`src/rtl/spmv_pkg.sv`:
```
// rtl/spmv_pkg.sv - shared widths, flag word and host FSM states for the SpMV host interface
package spmv_pkg;

  localparam int ADDR_W = 5;
  localparam int DATA_W = 256;
  localparam logic [ADDR_W-1:0] FLAG_ADDR = '0;
  localparam int unsigned TIMEOUT_CYC_DEF = 4096;
  localparam logic [DATA_W-1:0] FLAG_WORD = {{(DATA_W-32){1'b0}}, 32'd1};

  typedef enum logic [2:0] {
    ST_IDLE  = 3'd0,
    ST_LOAD  = 3'd1,
    ST_FLAG  = 3'd2,
    ST_WAIT  = 3'd3,
    ST_DRAIN = 3'd4,
    ST_FIN   = 3'd5
  } host_state_e;

endpackage

```
`src/rtl/spmv_rd_stage.sv`:
```
// rtl/spmv_rd_stage.sv - one-outstanding SRAM B read with an output holding register
module spmv_rd_stage
  import spmv_pkg::*;
(
  input  logic              i_clk,
  input  logic              i_rstn,
  input  logic              i_clear,
  input  logic              i_issue,
  input  logic [ADDR_W-1:0] i_addr,
  input  logic [DATA_W-1:0] i_read_data,
  input  logic              i_out_ready,
  output logic [ADDR_W-1:0] o_address,
  output logic              o_out_valid,
  output logic [DATA_W-1:0] o_out_data,
  output logic              o_handshake
);

  logic [ADDR_W-1:0] address_q, address_d;
  logic              pend_q, pend_d;
  logic              capt_q, capt_d;
  logic              valid_q, valid_d;
  logic [DATA_W-1:0] data_q, data_d;

  assign o_handshake = valid_q & i_out_ready;
  assign o_address   = address_q;
  assign o_out_valid = valid_q;
  assign o_out_data  = data_q;

  // pend: address on the bus this cycle; capt: SRAM data present this cycle
  always_comb begin
    address_d = address_q;
    pend_d    = 1'b0;
    capt_d    = pend_q;
    valid_d   = valid_q;
    data_d    = data_q;
    if (capt_q) begin
      valid_d = 1'b1;
      data_d  = i_read_data;
    end
    if (o_handshake) begin
      valid_d = 1'b0;
    end
    if (i_issue) begin
      address_d = i_addr;
      pend_d    = 1'b1;
    end
    if (i_clear) begin
      address_d = '0;
      pend_d    = 1'b0;
      capt_d    = 1'b0;
      valid_d   = 1'b0;
      data_d    = '0;
    end
  end

  always_ff @(posedge i_clk) begin
    if (!i_rstn) begin
      address_q <= '0;
      pend_q    <= 1'b0;
      capt_q    <= 1'b0;
      valid_q   <= 1'b0;
      data_q    <= '0;
    end else begin
      address_q <= address_d;
      pend_q    <= pend_d;
      capt_q    <= capt_d;
      valid_q   <= valid_d;
      data_q    <= data_d;
    end
  end

endmodule

```
`src/rtl/spmv_host_if.sv`:
```
// rtl/spmv_host_if.sv - host loader, start-flag writer and result drainer around the SpMV controller
module spmv_host_if
  import spmv_pkg::*;
#(
  parameter int unsigned TIMEOUT_CYC = TIMEOUT_CYC_DEF
) (
  input  logic              i_clk,
  input  logic              i_rstn,
  input  logic              i_cfg_start,
  input  logic [ADDR_W-1:0] i_cfg_num_words,
  input  logic [ADDR_W-1:0] i_cfg_num_results,
  input  logic              i_in_valid,
  input  logic [DATA_W-1:0] i_in_data,
  output logic              o_in_ready,
  output logic [ADDR_W-1:0] o_address_A,
  output logic              o_wr_en_A,
  output logic [DATA_W-1:0] o_write_data_A,
  output logic [ADDR_W-1:0] o_address_B,
  input  logic [DATA_W-1:0] i_read_data_B,
  input  logic              i_ctrl_done,
  output logic              o_out_valid,
  output logic [DATA_W-1:0] o_out_data,
  input  logic              i_out_ready,
  output logic              o_host_owns,
  output logic [2:0]        o_state,
  output logic              o_done,
  output logic              o_error
);

  localparam int CNT_W = ADDR_W + 1;
  localparam logic [ADDR_W-1:0] ADDR_ONE = ADDR_W'(1);
  localparam logic [CNT_W-1:0]  CNT_ONE  = CNT_W'(1);

  host_state_e       state_q, state_d;
  logic [ADDR_W-1:0] n_q, n_d;
  logic [ADDR_W-1:0] r_q, r_d;
  logic [ADDR_W-1:0] cnt_q, cnt_d;
  logic [ADDR_W-1:0] rcnt_q, rcnt_d;
  logic [31:0]       tmr_q, tmr_d;
  logic              error_q, error_d;
  logic              in_ready_q, in_ready_d;
  logic              wr_en_q, wr_en_d;
  logic [ADDR_W-1:0] addr_a_q, addr_a_d;
  logic [DATA_W-1:0] wdata_a_q, wdata_a_d;
  logic              host_owns_q, host_owns_d;
  logic              done_q, done_d;

  logic              accept;
  logic [CNT_W-1:0]  load_cnt_nx;
  logic [CNT_W-1:0]  rcnt_nx;
  logic              rd_issue;
  logic              rd_clear;
  logic [ADDR_W-1:0] rd_addr;
  logic              rd_hs;

  assign o_in_ready     = in_ready_q;
  assign o_wr_en_A      = wr_en_q;
  assign o_address_A    = addr_a_q;
  assign o_write_data_A = wdata_a_q;
  assign o_host_owns    = host_owns_q;
  assign o_state        = state_q;
  assign o_done         = done_q;
  assign o_error        = error_q;

  always_comb begin
    state_d     = state_q;
    n_d         = n_q;
    r_d         = r_q;
    cnt_d       = cnt_q;
    rcnt_d      = rcnt_q;
    tmr_d       = '0;
    error_d     = error_q;
    in_ready_d  = 1'b0;
    wr_en_d     = 1'b0;
    addr_a_d    = '0;
    wdata_a_d   = '0;
    rd_issue    = 1'b0;
    rd_addr     = '0;
    accept      = i_in_valid & in_ready_q;
    load_cnt_nx = {1'b0, cnt_q} + {{ADDR_W{1'b0}}, accept};
    rcnt_nx     = {1'b0, rcnt_q} + CNT_ONE;

    unique case (state_q)
      ST_IDLE: begin
        if (i_cfg_start) begin
          n_d     = i_cfg_num_words;
          r_d     = i_cfg_num_results;
          cnt_d   = '0;
          rcnt_d  = '0;
          error_d = 1'b0;
          if (i_cfg_num_words != '0) begin
            state_d    = ST_LOAD;
            in_ready_d = 1'b1;
          end else begin
            state_d = ST_FLAG;
          end
        end
      end
      ST_LOAD: begin
        cnt_d      = load_cnt_nx[ADDR_W-1:0];
        in_ready_d = (load_cnt_nx < {1'b0, n_q});
        if (accept) begin
          wr_en_d   = 1'b1;
          addr_a_d  = cnt_q + ADDR_ONE;
          wdata_a_d = i_in_data;
        end
        // all beats were accepted earlier, so this cycle carries the last write
        if (cnt_q == n_q) begin
          state_d = ST_FLAG;
        end
      end
      ST_FLAG: begin
        state_d = ST_WAIT;
      end
      ST_WAIT: begin
        tmr_d = tmr_q + 32'd1;
        if (i_ctrl_done) begin
          if (r_q != '0) begin
            state_d  = ST_DRAIN;
            rd_issue = 1'b1;
          end else begin
            state_d = ST_FIN;
          end
        end else if ((TIMEOUT_CYC != 0) && (tmr_d == TIMEOUT_CYC)) begin
          error_d = 1'b1;
          state_d = ST_FIN;
        end
      end
      ST_DRAIN: begin
        if (rd_hs) begin
          rcnt_d = rcnt_nx[ADDR_W-1:0];
          if (rcnt_nx == {1'b0, r_q}) begin
            state_d = ST_FIN;
          end else begin
            rd_issue = 1'b1;
            rd_addr  = rcnt_nx[ADDR_W-1:0];
          end
        end
      end
      ST_FIN: begin
        state_d = ST_IDLE;
      end
      default: begin
        state_d = ST_IDLE;
      end
    endcase

    // the flag write is registered, so it is scheduled on entry into FLAG
    if (state_d == ST_FLAG) begin
      wr_en_d   = 1'b1;
      addr_a_d  = FLAG_ADDR;
      wdata_a_d = FLAG_WORD;
    end
    host_owns_d = state_d inside {ST_LOAD, ST_FLAG, ST_DRAIN};
    done_d      = (state_d == ST_FIN);
    rd_clear    = (state_d != ST_DRAIN);
  end

  always_ff @(posedge i_clk) begin
    if (!i_rstn) begin
      state_q     <= ST_IDLE;
      n_q         <= '0;
      r_q         <= '0;
      cnt_q       <= '0;
      rcnt_q      <= '0;
      tmr_q       <= '0;
      error_q     <= 1'b0;
      in_ready_q  <= 1'b0;
      wr_en_q     <= 1'b0;
      addr_a_q    <= '0;
      wdata_a_q   <= '0;
      host_owns_q <= 1'b0;
      done_q      <= 1'b0;
    end else begin
      state_q     <= state_d;
      n_q         <= n_d;
      r_q         <= r_d;
      cnt_q       <= cnt_d;
      rcnt_q      <= rcnt_d;
      tmr_q       <= tmr_d;
      error_q     <= error_d;
      in_ready_q  <= in_ready_d;
      wr_en_q     <= wr_en_d;
      addr_a_q    <= addr_a_d;
      wdata_a_q   <= wdata_a_d;
      host_owns_q <= host_owns_d;
      done_q      <= done_d;
    end
  end

  spmv_rd_stage u_rd_stage (
    .i_clk       (i_clk),
    .i_rstn      (i_rstn),
    .i_clear     (rd_clear),
    .i_issue     (rd_issue),
    .i_addr      (rd_addr),
    .i_read_data (i_read_data_B),
    .i_out_ready (i_out_ready),
    .o_address   (o_address_B),
    .o_out_valid (o_out_valid),
    .o_out_data  (o_out_data),
    .o_handshake (rd_hs)
  );

endmodule

```
`config.mk`:
```
export PLATFORM = sky130hd
export DESIGN_NAME = spmv_host_if
export DESIGN_NICKNAME = d
export VERILOG_FILES = /design/src/rtl/spmv_pkg.sv /design/src/rtl/spmv_rd_stage.sv /design/src/rtl/spmv_host_if.sv
export SDC_FILE = /design/constraint.sdc
export NUM_CORES = 1
export LEC_CHECK = 0
export CORE_AREA = 3 3 410 412
export DETAILED_ROUTE_END_ITERATION = 6
export DIE_AREA = 0 0 413 415
export GPL_TIMING_DRIVEN = 0
export PLACE_DENSITY = 0.37
export SLEW_MARGIN = 20
export SYNTH_ARGS = -nofsm -noshare
export SYNTH_HDL_FRONTEND = slang
export SYNTH_SLANG_ARGS = --single-unit
```
`constraint.sdc`:
```
create_clock -name i_clk -period 6.6 [get_ports i_clk]
set_input_delay 1.32 -clock i_clk [delete_from_list [all_inputs] [get_ports i_clk]]
set_output_delay 1.32 -clock i_clk [all_outputs]
set_load 0.02 [all_outputs]
```
==> metrics.yaml <==
synth_area_per_cell_um2: 11.2
cpMaxStageDelayCell: "nor4_4"
ant_nets: 0
worst_slew_margin_rel: 0.250
synth_top_area_share: 0.572
cp_max_fo: 10
worstMarginPinSlew_ps: 1130
r2r_slack_ps: 2530
timing.rr.start: "tmr_q[0]$_SDFF_PN0_"
netlist_instances: 1826
critPathBufInv: 3
synth_ff_type: "dfxtp_1"
die_h_um: 415
final_util: 0.221
wl_met1_mm: 46.5
path_class: "reg -> reg"
vdd_drop_max_uv: 170
die_w_um: 413
leakagePower_nw: 12.0
clkSlewWorstSetupHoldPaths_ps: 60
rsz0062_at_grt: "no"
crit_path_cell_trace: "ha_1 > and3_1 > buf_2 > nand4_1 > nor4_2 > xnor2_1 > nand4b_1 > nor4_4 > a21oi_2 > or2_1 > buf_6 > buf_6 > nor2_1"
yosys_register_bits: 585
hp-start: "u_rd_stage.pend_q$_SDFF_PP0_"
cpPeakStageDelay_ps: 500
final-setup-viol-count: 0
tns_ps: 0
critPathLaunch: "tmr_q[0]$_SDFF_PN0_"
io_buffers: 1058
cts_tree: "built"
cap_violations: 0
cts_buffers: 79
drt_iter0_markers: 686
place_area_um2: 33800
synthToLayoutAreaGrowth_pct: 77.8
cts-resized-gates: 0
ys_types: 67
h-tree-depth: 3
cpMostUsedCell: "buf_6"
seqCellArea_um2: 11700
slew_viol_final: 0
final_nets: 3502
required_ps: 7140
timing.hold.ws_ps: 422
clock_skew_ps: 41.6
num_vias: 16922
syn-num-nets: 2363
fill_cells: 17947
hold_violations: 0
top_layer: "met5"
core_um2: 165000
period_share: 0.617
antenna_found_initial: 28
rows: 149
cts_sinks: 585
final_area_um2: 36400
multiInputGateArea_um2: 7850
syn-cell-area_um2: 20500
cp-start-kind: "flip-flop"
stdcell_count: 5213
status: "completed"
crit_family: "simple AND/OR/NAND/NOR gates"
dpl.hpwl_mm: 92.3
fin_crit_ps: 4070
hold_path.class: "reg -> reg"
viasPerCell: 3.25
route.met2.wl_mm: 54.6
cp-end-kind: "flip-flop"
met3_length_mm: 8.13
power.density_nw_per_um2: 239
dp.cells: 5073
grt_max_degree: 13
synth_edf_count: 0
pin_count: 1059
clk_latency_ps: 690
yosys_warnings: 0
cts_hold_buf: 0
dieArea_um2: 171000
cts_setup_buffers: 0
wirelength_mm: 112
overflow: 0
async_reset_ff_frac: 0
worstPathArrival_ps: 4610
synth_area_leaders: "dfxtp_1 57%, mux2i_1 13%, and2_1 8.2%"
drc: 0
gp_congestion: 0.860
grt_usage: 0.127
cts.path.max_buffers: 3
grt_pass1_vias: 17243
wl_per_cell_um: 21.6
cts-root-buf: "clkbuf_16"
max_freq_mhz: 245
dr.pass1.iters: 4
initial_core_util: 0.124
ys_seq_area_frac: 0.572
grt_pass1_wl_mm: 149
drive_above_1_share: 0.0965
synth_top_cell_by_area: "dfxtp_1"
worst reg2reg max path, delay by kind of cell (launching register included):
kind / cells / cell delay (ps)
AO/OA/AOI/OAI: 1 / 160
adder cells (fa/ha/maj): 1 / 260
AND/OR/NAND/NOR: 7 / 2310
buffers and inverters: 3 / 590
flip-flops: 1 / 440
XOR/XNOR: 1 / 180
sequential cells by signal, indices dropped and copies added (netlist names), 3 cells and up:
register	flops
o_state	3
tmr_q	32
cnt_q	5
u_rd_stage.o_out_data	256
rcnt_q	5
o_write_data_A	256
n_q	5
r_q	5
u_rd_stage.o_address	5
o_address_A	5
layer usage:
metal	GRT usage	vias up
li1	-	8286
met1	0.152	7908
met2	0.214	565
met3	0.0389	139
met4	0.0402	24
met5	0.00424	-
area by class of cell:
class,count,area share
tap,2189,0.0752
timing repair buffer,1058,0.291
inverter,12,0.00124
clock buffer,103,0.0598
clock inverter,29,0.0110
buffer,105,0.0239
antenna,8,0.000550
multi-input combinational,1124,0.216
sequential,585,0.322
synthesized netlist by cell type (12+ instances only):
cell / n
dfxtp_1: 585
and2_1: 267
mux2i_1: 257
nor2_1: 225
nor2_4: 49
buf_6: 45
nand2_1: 45
clkbuf_1: 42
nor2_2: 42
xnor2_1: 30
nand3_1: 22
nor3_1: 20
xor2_1: 17
o21ai_0: 13
a21boi_0: 12
a21oi_1: 12
and3_1: 12
inv_1: 12
final timing paths:
kind | cells after the start | endpoint
max | 13 | u_rd_stage.pend_q$_SDFF_PP0_
max reg2reg | 13 | u_rd_stage.pend_q$_SDFF_PP0_
min | 2 | u_rd_stage.capt_q$_SDFF_PP0_
min reg2reg | 2 | u_rd_stage.capt_q$_SDFF_PP0_
layout by cell type (no fill, tap or decap), types with 13 or more instances in the layout:
cell / netlist / layout
clkdlybuf4s50_1: 0 / 1058
dfxtp_1: 585 / 585
and2_1: 267 / 267
mux2i_1: 257 / 257
nor2_1: 225 / 225
clkbuf_16: 0 / 79
clkbuf_1: 42 / 53
nor2_4: 49 / 49
nand2_1: 45 / 45
buf_6: 45 / 45
nor2_2: 42 / 42
xnor2_1: 30 / 30
nand3_1: 22 / 22
nor3_1: 20 / 20
xor2_1: 17 / 17
o21ai_0: 13 / 13
clkinv_2: 0 / 13
logic make-up (layout without fill, tap and decap cells):
| family | after synthesis | after routing | share of synthesized area |
|---|---|---|---|
| simple gates | 742 | 742 | 0.208 |
| flops | 585 | 585 | 0.572 |
| mux | 257 | 257 | 0.126 |
| buf+inv | 117 | 1307 | 0.0445 |
| compound gates | 68 | 68 | 0.0230 |
| xor+xnor | 48 | 48 | 0.0215 |
| fa+ha+maj | 9 | 9 | 0.00550 |
| other cells | 0 | 8 | 0 |
where the power goes:
| part | total, mW | switching, mW | internal, mW |
|---|---|---|---|
| clock | 4.34 | 1.80 | 2.53 |
| combinational | 0.751 | 0.319 | 0.432 |
| sequential | 3.61 | 0.0292 | 3.58 |
metrics by stage:
stage / worst slack (ps) / power (mW)
6_report: 2530 / 8.70
5_1_grt: 2130 / 9.08
4_1_cts: 2440 / 8.92
3_5_place_dp: 2050 / 4.45
3_3_place_gp: 2030 / 4.45
2_1_floorplan: 3390 / 3.93
Power figures use the tool's default switching activity.
